### src/rtl/gl_triangle_fifo_pkg.sv
// gl_triangle_fifo_pkg
// Shared definitions for the triangle assembly buffer: vertex width, the
// x/y/z field positions inside a packed vertex and the read-side FSM states.
// No ports; imported by gl_triangle_fifo and gl_triangle_fifo_vertex_ram.
package gl_triangle_fifo_pkg;

  // Packed vertex: x = [95:64], y = [63:32], z = [31:0], IEEE-754 single each.
  localparam int VTX_W     = 96;
  localparam int FIELD_W   = 32;
  localparam int X_LSB     = 64;
  localparam int Y_LSB     = 32;
  localparam int Z_LSB     = 0;
  localparam int TRI_VERTS = 3;

  // Read-side dispatch FSM.
  typedef enum logic [1:0] {
    ST_IDLE     = 2'd0,
    ST_DISPATCH = 2'd1,
    ST_BUSY     = 2'd2
  } rd_state_e;

endpackage

### src/rtl/gl_triangle_fifo_vertex_ram.sv
// gl_triangle_fifo_vertex_ram
// DEPTH x 3 x WIDTH register array holding assembled triangles.
// Ports:
//   clk              rising-edge clock
//   wr_en            write one vertex this cycle
//   wr_entry/wr_slot triangle entry and vertex position (0..2) to write
//   wr_data          vertex to write
//   rd_entry         triangle entry to read
//   rd_v0..rd_v2     the three vertices of rd_entry, combinational read
module gl_triangle_fifo_vertex_ram
  import gl_triangle_fifo_pkg::*;
#(
  parameter  int WIDTH = VTX_W,
  parameter  int DEPTH = 4,
  localparam int PTR_W = $clog2(DEPTH)
) (
  input  logic             clk,
  input  logic             wr_en,
  input  logic [PTR_W-1:0] wr_entry,
  input  logic [1:0]       wr_slot,
  input  logic [WIDTH-1:0] wr_data,
  input  logic [PTR_W-1:0] rd_entry,
  output logic [WIDTH-1:0] rd_v0,
  output logic [WIDTH-1:0] rd_v1,
  output logic [WIDTH-1:0] rd_v2
);

  logic [WIDTH-1:0] v0_q [DEPTH];
  logic [WIDTH-1:0] v1_q [DEPTH];
  logic [WIDTH-1:0] v2_q [DEPTH];
  logic [WIDTH-1:0] v0_d [DEPTH];
  logic [WIDTH-1:0] v1_d [DEPTH];
  logic [WIDTH-1:0] v2_d [DEPTH];

  // Storage is not reset: an entry is only ever read after all three of its
  // slots have been written since the last reset.
  always_comb begin
    v0_d = v0_q;
    v1_d = v1_q;
    v2_d = v2_q;
    if (wr_en) begin
      case (wr_slot)
        2'd0:    v0_d[wr_entry] = wr_data;
        2'd1:    v1_d[wr_entry] = wr_data;
        2'd2:    v2_d[wr_entry] = wr_data;
        default: ;
      endcase
    end
  end

  always_ff @(posedge clk) begin
    v0_q <= v0_d;
    v1_q <= v1_d;
    v2_q <= v2_d;
  end

  assign rd_v0 = v0_q[rd_entry];
  assign rd_v1 = v1_q[rd_entry];
  assign rd_v2 = v2_q[rd_entry];

endmodule

### src/rtl/gl_triangle_fifo.sv
// gl_triangle_fifo
// Triangle assembly buffer in front of the rasterizer. Groups every three
// accepted vertices into a triangle, stores up to DEPTH triangles, and hands
// the oldest one to the rasterizer with a one-cycle dispatch pulse.
// Ports:
//   clk, rst                 clock, synchronous active-high reset
//   vertex_in/vertex_valid   incoming vertex stream
//   vertex_ready             room for another vertex (transfer = valid && ready)
//   fifo_ready               one-cycle pulse: fifo_in1..3 carry a new triangle
//   fifo_in1..fifo_in3       registered vertices 0/1/2 of the head triangle
//   raster_ready             rasterizer completion; rising edge pops the head
//   tri_count                complete triangles stored, including the one in flight
module gl_triangle_fifo
  import gl_triangle_fifo_pkg::*;
#(
  parameter int VERTEX_TYPE_SIZE = VTX_W,
  parameter int DEPTH            = 4
) (
  input  logic                        clk,
  input  logic                        rst,
  input  logic [VERTEX_TYPE_SIZE-1:0] vertex_in,
  input  logic                        vertex_valid,
  output logic                        vertex_ready,
  output logic                        fifo_ready,
  output logic [VERTEX_TYPE_SIZE-1:0] fifo_in1,
  output logic [VERTEX_TYPE_SIZE-1:0] fifo_in2,
  output logic [VERTEX_TYPE_SIZE-1:0] fifo_in3,
  input  logic                        raster_ready,
  output logic [$clog2(DEPTH):0]      tri_count
);

  localparam int PTR_W = $clog2(DEPTH);
  localparam int CNT_W = PTR_W + 1;

  rd_state_e                   state_q, state_d;
  logic [1:0]                  slot_q, slot_d;
  logic [PTR_W-1:0]            wr_ptr_q, wr_ptr_d;
  logic [PTR_W-1:0]            rd_ptr_q, rd_ptr_d;
  logic [CNT_W-1:0]            tri_count_q, tri_count_d;
  logic                        raster_ready_q, raster_ready_d;
  logic [VERTEX_TYPE_SIZE-1:0] fifo_in1_q, fifo_in1_d;
  logic [VERTEX_TYPE_SIZE-1:0] fifo_in2_q, fifo_in2_d;
  logic [VERTEX_TYPE_SIZE-1:0] fifo_in3_q, fifo_in3_d;

  logic                        wr_en;
  logic                        commit;
  logic                        pop;
  logic                        load;
  logic                        raster_rise;
  logic [VERTEX_TYPE_SIZE-1:0] rd_v0, rd_v1, rd_v2;

  gl_triangle_fifo_vertex_ram #(
    .WIDTH (VERTEX_TYPE_SIZE),
    .DEPTH (DEPTH)
  ) u_ram (
    .clk      (clk),
    .wr_en    (wr_en),
    .wr_entry (wr_ptr_q),
    .wr_slot  (slot_q),
    .wr_data  (vertex_in),
    .rd_entry (rd_ptr_q),
    .rd_v0    (rd_v0),
    .rd_v1    (rd_v1),
    .rd_v2    (rd_v2)
  );

  // Only complete triangles count toward fullness, so a partially assembled
  // triangle can always be finished.
  assign vertex_ready = !rst && (tri_count_q < CNT_W'(DEPTH));
  assign wr_en        = vertex_valid && vertex_ready;
  assign commit       = wr_en && (slot_q == 2'd2);

  // Only a fresh rising edge counts; a level already high on entering BUSY
  // belongs to the previous triangle.
  assign raster_rise  = raster_ready && !raster_ready_q;
  assign pop          = (state_q == ST_BUSY) && raster_rise;
  assign load         = (state_q == ST_IDLE) && (tri_count_q != '0);

  // Next-state logic of the dispatch FSM.
  always_comb begin
    state_d = state_q;
    case (state_q)
      ST_IDLE:     if (tri_count_q != '0) state_d = ST_DISPATCH;
      ST_DISPATCH: state_d = ST_BUSY;
      ST_BUSY:     if (raster_rise) state_d = ST_IDLE;
      default:     state_d = ST_IDLE;
    endcase
  end

  // Output decode of the dispatch FSM.
  always_comb begin
    fifo_ready = (state_q == ST_DISPATCH);
  end

  // Pointers, counters and the head-triangle output registers.
  always_comb begin
    slot_d         = slot_q;
    wr_ptr_d       = wr_ptr_q;
    rd_ptr_d       = rd_ptr_q;
    tri_count_d    = tri_count_q;
    raster_ready_d = raster_ready;
    fifo_in1_d     = fifo_in1_q;
    fifo_in2_d     = fifo_in2_q;
    fifo_in3_d     = fifo_in3_q;

    if (wr_en) begin
      slot_d = (slot_q == 2'd2) ? 2'd0 : slot_q + 2'd1;
    end
    if (commit) begin
      wr_ptr_d = wr_ptr_q + PTR_W'(1);
    end
    if (pop) begin
      rd_ptr_d = rd_ptr_q + PTR_W'(1);
    end

    // Simultaneous commit and pop cancel out.
    if (commit && !pop) begin
      tri_count_d = tri_count_q + CNT_W'(1);
    end else if (pop && !commit) begin
      tri_count_d = tri_count_q - CNT_W'(1);
    end

    // The rasterizer reads fifo_in1..3 for the whole triangle, so they only
    // change on IDLE -> DISPATCH.
    if (load) begin
      fifo_in1_d = rd_v0;
      fifo_in2_d = rd_v1;
      fifo_in3_d = rd_v2;
    end
  end

  always_ff @(posedge clk) begin
    if (rst) begin
      state_q        <= ST_IDLE;
      slot_q         <= 2'd0;
      wr_ptr_q       <= '0;
      rd_ptr_q       <= '0;
      tri_count_q    <= '0;
      raster_ready_q <= 1'b0;
      fifo_in1_q     <= '0;
      fifo_in2_q     <= '0;
      fifo_in3_q     <= '0;
    end else begin
      state_q        <= state_d;
      slot_q         <= slot_d;
      wr_ptr_q       <= wr_ptr_d;
      rd_ptr_q       <= rd_ptr_d;
      tri_count_q    <= tri_count_d;
      raster_ready_q <= raster_ready_d;
      fifo_in1_q     <= fifo_in1_d;
      fifo_in2_q     <= fifo_in2_d;
      fifo_in3_q     <= fifo_in3_d;
    end
  end

  assign fifo_in1  = fifo_in1_q;
  assign fifo_in2  = fifo_in2_q;
  assign fifo_in3  = fifo_in3_q;
  assign tri_count = tri_count_q;

endmodule

### config.mk
export PLATFORM = sky130hd
export DESIGN_NAME = gl_triangle_fifo
export DESIGN_NICKNAME = d
export VERILOG_FILES = /design/src/rtl/gl_triangle_fifo_pkg.sv /design/src/rtl/gl_triangle_fifo_vertex_ram.sv /design/src/rtl/gl_triangle_fifo.sv
export SDC_FILE = /design/constraint.sdc
export NUM_CORES = 1
export LEC_CHECK = 0
export BUFFER_PORTS_ARGS = -buffer_cell sky130_fd_sc_hd__buf_2
export CAP_MARGIN = 30
export CELL_PAD_IN_SITES_DETAIL_PLACEMENT = 1
export CELL_PAD_IN_SITES_GLOBAL_PLACEMENT = 1
export CORE_ASPECT_RATIO = 1.5
export CORE_MARGIN = 4
export CORE_UTILIZATION = 30
export DETAILED_ROUTE_END_ITERATION = 8
export MAX_ROUTING_LAYER = met4
export PLACE_DENSITY_LB_ADDON = 0.12
export SYNTH_ARGS = -nofsm -noshare
export SYNTH_HDL_FRONTEND = slang
export SYNTH_HIERARCHICAL = 1
export SYNTH_SLANG_ARGS = --single-unit
### constraint.sdc
create_clock -name clk -period 10.7 [get_ports clk]
set_clock_uncertainty 0.15 [all_clocks]
set_input_delay 1.07 -clock clk [delete_from_list [all_inputs] [get_ports clk]]
set_output_delay 1.07 -clock clk [all_outputs]
set_load 0.01 [all_outputs]
==> results of run 1 <==
[cell usage in the layout, fill, tap and decap left out, types with 4 or more instances in the layout]
master and instances:
edfxtp_1 1152, nand2_1 576, buf_2 392, dfxtp_1 298, mux2i_1 291, mux4_2 288, clkbuf_16 152, buf_4 40
clkinv_1 33, clkbuf_1 26, clkinv_2 20, bufinv_16 14, diode_2 12, clkbuf_8 10, nor2_1 9, clkinvlp_4 9
inv_6 8, buf_12 8, nor2_4 8, buf_16 7, nor2b_1 5, inv_1 5, nor3_2 5, nand2b_1 4
a21oi_1 4
[area by class of cell]
type | count | area, µm² | share of cell area [%]
timing repair buffer | 447 | 2620 | 4.15
tap | 2292 | 2870 | 4.55
antenna | 12 | 30.0 | 0.0476
sequential | 1452 | 40600 | 64.4
multi-input combinational | 1211 | 12000 | 19.0
clock buffer | 188 | 4040 | 6.41
inverter | 6 | 30.0 | 0.0476
clock inverter | 88 | 853 | 1.35
[cell usage after synthesis, drive strengths merged]
cell | n | area (µm²)
edfxtp | 1152 | 34600
nand2 | 576 | 2160
dfxtp | 300 | 6010
mux2i | 291 | 2910
mux4 | 288 | 6490
buf | 95 | 816
clkbuf | 65 | 244
nor2 | 17 | 63.8
inv | 6 | 22.5
nor3 | 6 | 40.0
nor2b | 5 | 31.3
a21oi | 4 | 20.0
nand2b | 4 | 25.0
nand3 | 2 | 10.0
nand3b | 2 | 15.0
o21ai | 2 | 10.0
or3 | 2 | 12.5
or3b | 2 | 20.0
xor2 | 2 | 17.5
a21o | 1 | 7.51
and4bb | 1 | 12.5
fa | 1 | 20.0
ha | 1 | 12.5
nor4 | 1 | 6.26
o311ai | 1 | 8.76
o41ai | 1 | 8.76
xnor2 | 1 | 8.76
[per-stage QoR]
stage          hold slack (ns)  util [%]
6_report                 0.304      35.6
5_1_grt                  0.321      35.6
4_1_cts                  0.297      35.5
3_5_place_dp             0.295      32.7
3_3_place_gp             0.290      32.7
2_1_floorplan            0.317         -
[power groups by stage]
| stage | sequential, W | clock [W] | combinational [W] |
|---|---|---|---|
| finish | 0.00626 | 0.00523 | 0.000578 |
| floorplan | 0.00640 | 0 | 0.000297 |
| global route | 0.00627 | 0.00566 | 0.000636 |
| CTS | 0.00626 | 0.00543 | 0.000597 |
| global placement | 0.00638 | 0 | 0.000582 |
| detailed placement | 0.00639 | 0 | 0.000595 |
[layer usage]
layer	global-route usage (%)	wire, µm	vias up
met4	4.26	3090	0
li1	-	-	11775
met1	20.6	63800	14329
met5	-	0	-
met2	25.9	70700	578
met3	3.66	7470	195
[state kept, by name (all words and copies together) (netlist names)]
signal / flops
fifo_in1: 96
fifo_in2: 96
fifo_in3: 96
raster_ready_q: 1
rd_ptr_q: 2
slot_q: 2
state_q: 2
tri_count: 3
u_ram/v0_q: 384
u_ram/v1_q: 384
u_ram/v2_q: 384
wr_ptr_q: 2
[worst max-delay path: stages]
cell and delay, ns:
buf_2 0.21, or3b_4 0.46, inv_1 0.21, or3b_2 0.57, nor2_4 0.12, buf_4 0.59, buf_4 0.48, buf_16 0.28
[final timing paths]
check | startpoint | to | slack, ns | depth (start not counted)
max | rst | u_ram/v1_q[353] | 6.82 | 8
min | fifo_in3[86] | fifo_in3[86] | 0.30 | 2
min reg2reg | fifo_in3[86] | fifo_in3[86] | 0.30 | 2
max reg2reg | tri_count[2] | u_ram/v1_q[353] | 6.94 | 7
[cell families after synthesis]
group | share of synthesized area [%]
AOI/OAI and AO/OA | 0.103
buffers and inverters | 2.02
adders and majority gates | 0.0607
and+or+nand+nor | 4.48
muxes | 17.5
xor gates and xnor gates | 0.0490
DFF | 75.8
==> reports/metrics.yaml, run 1 <==
io_buffers: 392
avgSynthCellArea_um2: 18.9
cp_data_required_time_ns: 10.98
io_pins: 393
grtUsageTotal_pct: 16.1
floorplan.initialDensity_pct: 30.3
synth_fp_nets: 2931
clk_latency_ns: 0.78
clockBufferDepth: 3
yosys_warnings: 6
cts.sinks: 1452
clkPwrFrac_pct: 43.3
grt_pass1_vias: 29847
rows: 189
peakVddDrop_uv: 166
dpl_worst_slack_ns: 5.81
die_w_um: 353
antenna_left: 0
tightest_slew_ns: 1.16
crit_type: "in2reg"
ys_ff_latch: 1452
power_frac_comb_pct: 4.8
yosysUniqueCellTypes: 32
cts_tree: "done"
rsz0062_at_grt: "false"
area_growth_pct: 17.6
final_area_mm2: 0.0630
num_vias: 26877
power.total_w: 0.0121
dieArea_mm2: 0.186
dpl.cell_count: 5403
switchingPower_w: 0.00264
h-tree-depth: 4
cts_resized: 0
cts_buffers: 149
setup_viol: 0
seq_power_share_pct: 51.9
netlist_area_mm2: 0.0536
ctsHoldBuffers: 0
antenna_found_initial: 19
finalWirelength_mm: 145
relSlewSlack_pct: 22.6
finalCriticalPeriod_ns: 3.88
hold_class: "reg2reg"
outcome: "finished clean"
fmax_mhz: 258
drt_iter0_drc: 1619
wl_per_cell_um: 25.5
gp_congestion: 0.733
hold_violations: 0
core_area_mm2: 0.177
drv_cap: 0
path_clk_slew_ns: 0.06
dr.pass1.iters: 4
nets: 3369
ys_seq_area_share_pct: 75.8
placed_area_mm2: 0.0580
start_kind: "input port"
post-route-period-util_pct: 36.3
grt_max_degree: 202
die_y_um: 526
viasPerCell: 4.72
switching_share_pct: 21.9
cp.arrival_ns: 4.16
slew_violations: 0
end_kind: "register"
path_max_fanout: 46
final.setup.worst_slack_ns: 6.82
dp_hpwl_mm: 87.6
leakage_nw: 20.7
cts_root_buf: "clkbuf_16"
grt_first_pass_wirelength_mm: 214
p_per_area_mw_per_mm2: 191
drc: 0
grt_overflow_total: 0
synthCells: 2829
fill_cells: 17647
drive_above_1_share_pct: 28.7
layout.cells.non_filler: 5696
internal_power_w: 0.00942
tns_ns: 0
cts_setup_buffers: 0
No activity file was read; power rests on OpenSTA's default activity.
==> run 2: changes to the inputs <==
Clock period 10.7 ns to 3.9 ns, I/O delays scaled along.
==> run 2 against run 1 <==
  * Combinational power grew to 2.9 times the previous value
  * Global-route usage hardly changed
  * Cell count up 2.2%
  * Die area stayed put
  * Highest routed layer unchanged
  * Sequential cell count unchanged
  * Sequential power grew to 2.7 times the previous value
  * Total power rose to 2.8 times the previous value
  * Non-clock buffer count up 123
  * Critical path depth fell by 1
  * Worst hold slack gained 0.0018 ns
  * Register-to-register slack got worse by 5.8 ns
==> reports/metrics.yaml, run 2 (synthesized netlist as in run 1, its figures left out) <==
cp-startpoint: "rst"
start_kind: "input port"
drt_iter0_drc: 1766
p_per_area_mw_per_mm2: 523
path_clk_slew_ns: 0.06
dp_hpwl_mm: 89.3
final_area_mm2: 0.0648
nets: 3493
final.setup.worst_slack_ns: 1.09
gp_congestion: 0.719
rsz0062_at_grt: "false"
area_growth_pct: 21.0
outcome: "finished clean"
cts_buffers: 150
cp.arrival_ns: 3.05
worstHoldStart: "fifo_in1[18]"
cts_resized: 0
viasPerCell: 4.68
cts_tree: "done"
drc: 0
fin_hold_ws_ns: 0.306
drv_cap: 0
multi_input_area_mm2: 0.0120
fill_cells: 17532
path_max_fanout: 76
r2r_start: "tri_count[2]"
antenna_found_initial: 20
die_y_um: 526
top_regs: "u_ram/v0_q: 384 flops, u_ram/v1_q: 384 flops, u_ram/v2_q: 384 flops"
grtUsageTotal_pct: 16.1
end_kind: "register"
floorplan.initialDensity_pct: 30.3
dieArea_mm2: 0.186
regArea_mm2: 0.0406
power.total_w: 0.0339
cts_root_buf: "clkbuf_16"
dr.pass1.iters: 5
grt_overflow_total: 0
cts_setup_buffers: 0
die_w_um: 353
hold_violations: 0
finalWirelength_mm: 146
leakage_nw: 21.5
clk_latency_ns: 0.78
grt_first_pass_wirelength_mm: 215
ctsHoldBuffers: 100
dpl.cell_count: 5431
relSlewSlack_pct: 42.3
io_pins: 393
placed_area_mm2: 0.0586
tightest_slew_ns: 0.866
dpl_worst_slack_ns: 0.860
h-tree-depth: 4
antenna_left: 0
crit_type: "in2reg"
layout.cells.non_filler: 5823
clockBufferDepth: 3
wl_per_cell_um: 25.0
num_vias: 27251
cp_data_required_time_ns: 4.14
drive_above_1_share_pct: 28.8
io_buffers: 392
cts.sinks: 1452
grt_pass1_vias: 30483
finalCriticalPeriod_ns: 2.81
rows: 189
post-route-period-util_pct: 72.1
peakVddDrop_uv: 483
core_area_mm2: 0.177
mostFrequentLayoutCells: "edfxtp_1 (1152), nand2_1 (576), buf_2 (392)"
final_common_cell: "edfxtp_1"
hold_class: "reg2reg"
grt_max_degree: 91
slew_violations: 0
setup_viol: 0
fmax_mhz: 356
==> run 2: cell types whose count changed in the layout (fill, tap and decap cells not counted), sizes merged <==
cell	delta
buf	+23
dlygate4sd3	+100
clkinv	-12
bufinv	+4
clkinvlp	-2
diode	+3
clkbuf	+11
==> run 2: layer usage <==
layer	global-route usage [%]	vias to the layer above	part of all wire (%)
li1	-	12037	-
met1	20.6	14418	44
met2	26.5	616	50
met3	2.91	180	4.3
met4	4.09	0	2.0
met5	-	-	0
==> run 2: critical path: stages <==
cell and delay (ns):
dlygate4sd3_1 0.53, buf_2 0.24, or3b_4 0.46, inv_2 0.10
or3b_4 0.44, nor3_4 0.28, buf_12 0.47
==> run 2: final cells by class <==
type,instances,area share [%]
clock inverter,78,1.43
clock buffer,199,6.60
multi-input combinational,1211,18.5
antenna,15,0.0579
timing repair buffer,570,6.26
inverter,6,0.0463
tap,2292,4.42
sequential,1452,62.6
==> run 2: stage by stage <==
step                util, %  TNS, ns
floorplan                 -   -65.63
global placement       33.1        0
detailed placement     33.1        0
CTS                    36.6        0
global route           36.6        0
finish                 36.6        0
==> run 2: power breakdown <==
part           switching, W  total [W]  internal (W)
Combinational       0.00102    0.00168      0.000664
Sequential         0.000185     0.0172        0.0170
Clock               0.00612     0.0151       0.00895
Total               0.00733     0.0339        0.0266
==> run 2: worst paths after layout <==
kind         cells past startpoint  slack (ns)         endpoint
max                              7        1.09  u_ram/v0_q[360]
min reg2reg                      2        0.31     fifo_in1[18]
min                              2        0.31     fifo_in1[18]
max reg2reg                      5        1.14  u_ram/v0_q[360]
==> run 3: changes to the inputs <==
Clock period 3.9 ns to 2.4 ns, I/O delays scaled along.
==> run 3 against run 2 <==
  * The run now ends with setup timing left
  * Wire length is 4.4% higher
  * Non-clock buffer count is 138 higher
  * Global-route usage is 0.38 points higher
  * Critical path depth is 1 higher
  * Combinational power is 81% higher
  * Register-to-register slack worse by 1.2 ns
  * Sequential cell count stayed put
  * Sequential power is 62% higher
  * Utilization is 1.1 points higher
  * Worst hold slack worse by 0.086 ns
  * Largest cell class unchanged
==> reports/metrics.yaml, run 3 (synthesized netlist as in run 1, its figures left out) <==
outcome: "finished, violations left"
violations: "setup timing"
r2r_start: "tri_count[2]"
power_frac_comb_pct: 5.6
slew_violations: 0
path_cells: "or3b_4 > inv_4 > buf_4 > nand3b_1 > buf_4 > nor2_4 > buf_12 > clkbuf_16"
clockBufferDepth: 3
die_y_um: 526
path_max_fanout: 11
finalWirelength_mm: 152
cts.sinks: 1452
clk_latency_ns: 0.77
floorplan.initialDensity_pct: 30.3
io_pins: 393
switching_share_pct: 21.7
num_vias: 27924
holdPathStages: 5
grt_max_degree: 98
worstHoldStart: "raster_ready"
post-route-period-util_pct: 103
drt_iter0_drc: 1868
cts_root_buf: "clkbuf_16"
setup_viol: 262
cp_data_required_time_ns: 2.73
dieArea_mm2: 0.186
drc: 0
placed_area_mm2: 0.0600
r2r_end: "u_ram/v1_q[245]"
rr_worst_depth: 8
cts_buffers: 149
hold_violations: 0
internal_power_w: 0.0427
path_clk_slew_ns: 0.06
seq_power_share_pct: 51.1
antenna_found_initial: 12
relSlewSlack_pct: 64.5
path_common_cell: "buf_4"
grt_first_pass_wirelength_mm: 220
rsz0062_at_grt: "true"
dpl.cell_count: 5527
grt_overflow_total: 0
mostFrequentLayoutCells: "edfxtp_1 (1152), nand2_1 (576), buf_2 (392)"
start_kind: "register"
core_area_mm2: 0.177
layout.cells.non_filler: 5955
power.total_w: 0.0545
drv_cap: 0
switchingPower_w: 0.0118
dr.pass1.iters: 5
tightest_slew_ns: 0.533
top_regs: "u_ram/v0_q: 384 flops, u_ram/v1_q: 384 flops, u_ram/v2_q: 384 flops"
gp_congestion: 0.739
clkPwrFrac_pct: 43.3
final_area_mm2: 0.0668
cpPeakStageDelay_ns: 0.46
antenna_left: 0
end_kind: "register"
dp_hpwl_mm: 99.2
cts_tree: "done"
final.setup.worst_slack_ns: -0.0712
p_per_area_mw_per_mm2: 816
die_w_um: 353
fin_util_pct: 37.7
nets: 3630
reg2reg_slack_ns: -0.07
leakage_nw: 22.4
hold_class: "in2reg"
h-tree-depth: 4
grt_pass1_vias: 30552
wl_per_cell_um: 25.5
peakVddDrop_uv: 683
rows: 189
area_growth_pct: 24.6
cp.arrival_ns: 2.80
tns_ns: -7.53
crit_type: "reg2reg"
worst_path_max_delay_cell: "or3b_4"
grtUsageTotal_pct: 16.5
io_buffers: 392
holdPathEnd: "state_q[1]"
viasPerCell: 4.69
final_common_cell: "edfxtp_1"
fmax_mhz: 405
drive_above_1_share_pct: 31.1
finalCriticalPeriod_ns: 2.47
## run 3: final cells by class
cell class / instances / area [µm²]
diodes: 12 / 30.0
clock buffers: 206 / 4180
clock inverters: 68 / 774
fillers: 17410 / 110000
inverters: 6 / 32.5
multi-input cells: 1211 / 12100
flip-flops and latches: 1452 / 40600
well taps: 2292 / 2870
repair buffers: 708 / 6260
## run 3: per-stage QoR
stage	hold slack, ns	setup slack, ns
detailed placement	0.294	-0.142
finish	0.219	-0.0712
floorplan	0.162	-1.78
global route	0.184	-0.132
global placement	0.291	-0.144
CTS	0.129	-0.0746
## run 3: power by group through the flow
stage / Sequential (W) / Clock (W) / Combinational, W
floorplan: 0.0285 / 0 / 0.00133
global placement: 0.0284 / 0 / 0.00289
detailed placement: 0.0284 / 0 / 0.00294
CTS: 0.0279 / 0.0245 / 0.00312
global route: 0.0279 / 0.0255 / 0.00330
finish: 0.0278 / 0.0236 / 0.00304
## run 3: repair_timing
item                                   in CTS  in global routing
hold buffers                              100                  0
pin swaps                                   4                  7
buffers inserted                           10                 16
gates resized for setup                    12                 28
gates cloned                                6                 12
setup endpoints to repair                 324                509
endpoints found under the hold margin    1168                  0
## run 3: worst max-delay path by stage
stage               slack [ns]  cells past startpoint          from              end
finish                   -0.07                      8  tri_count[2]  u_ram/v1_q[245]
global route             -0.13                      9  tri_count[2]  u_ram/v0_q[107]
CTS                      -0.07                      8  tri_count[2]     tri_count[2]
detailed placement       -0.14                      7           rst  u_ram/v1_q[358]
global placement         -0.14                      8           rst  u_ram/v2_q[290]
floorplan                -1.78                      4  tri_count[2]  u_ram/v0_q[288]
## run 3: layer usage
| metal | vias up | GRT usage, % | wire [µm] |
|---|---|---|---|
| met5 | - | - | 0 |
| met4 | 0 | 3.75 | 2600 |
| met1 | 14779 | 21.6 | 67800 |
| met3 | 175 | 3.23 | 7010 |
| met2 | 633 | 26.7 | 74700 |
| li1 | 12337 | - | - |
## run 3: worst max-delay path: cells and delay by family, from the launching register on
family | cells | cell delay [ns]
buffers and inverters | 5 | 0.87
flip-flops | 1 | 0.32
AND/OR/NAND/NOR | 3 | 0.78
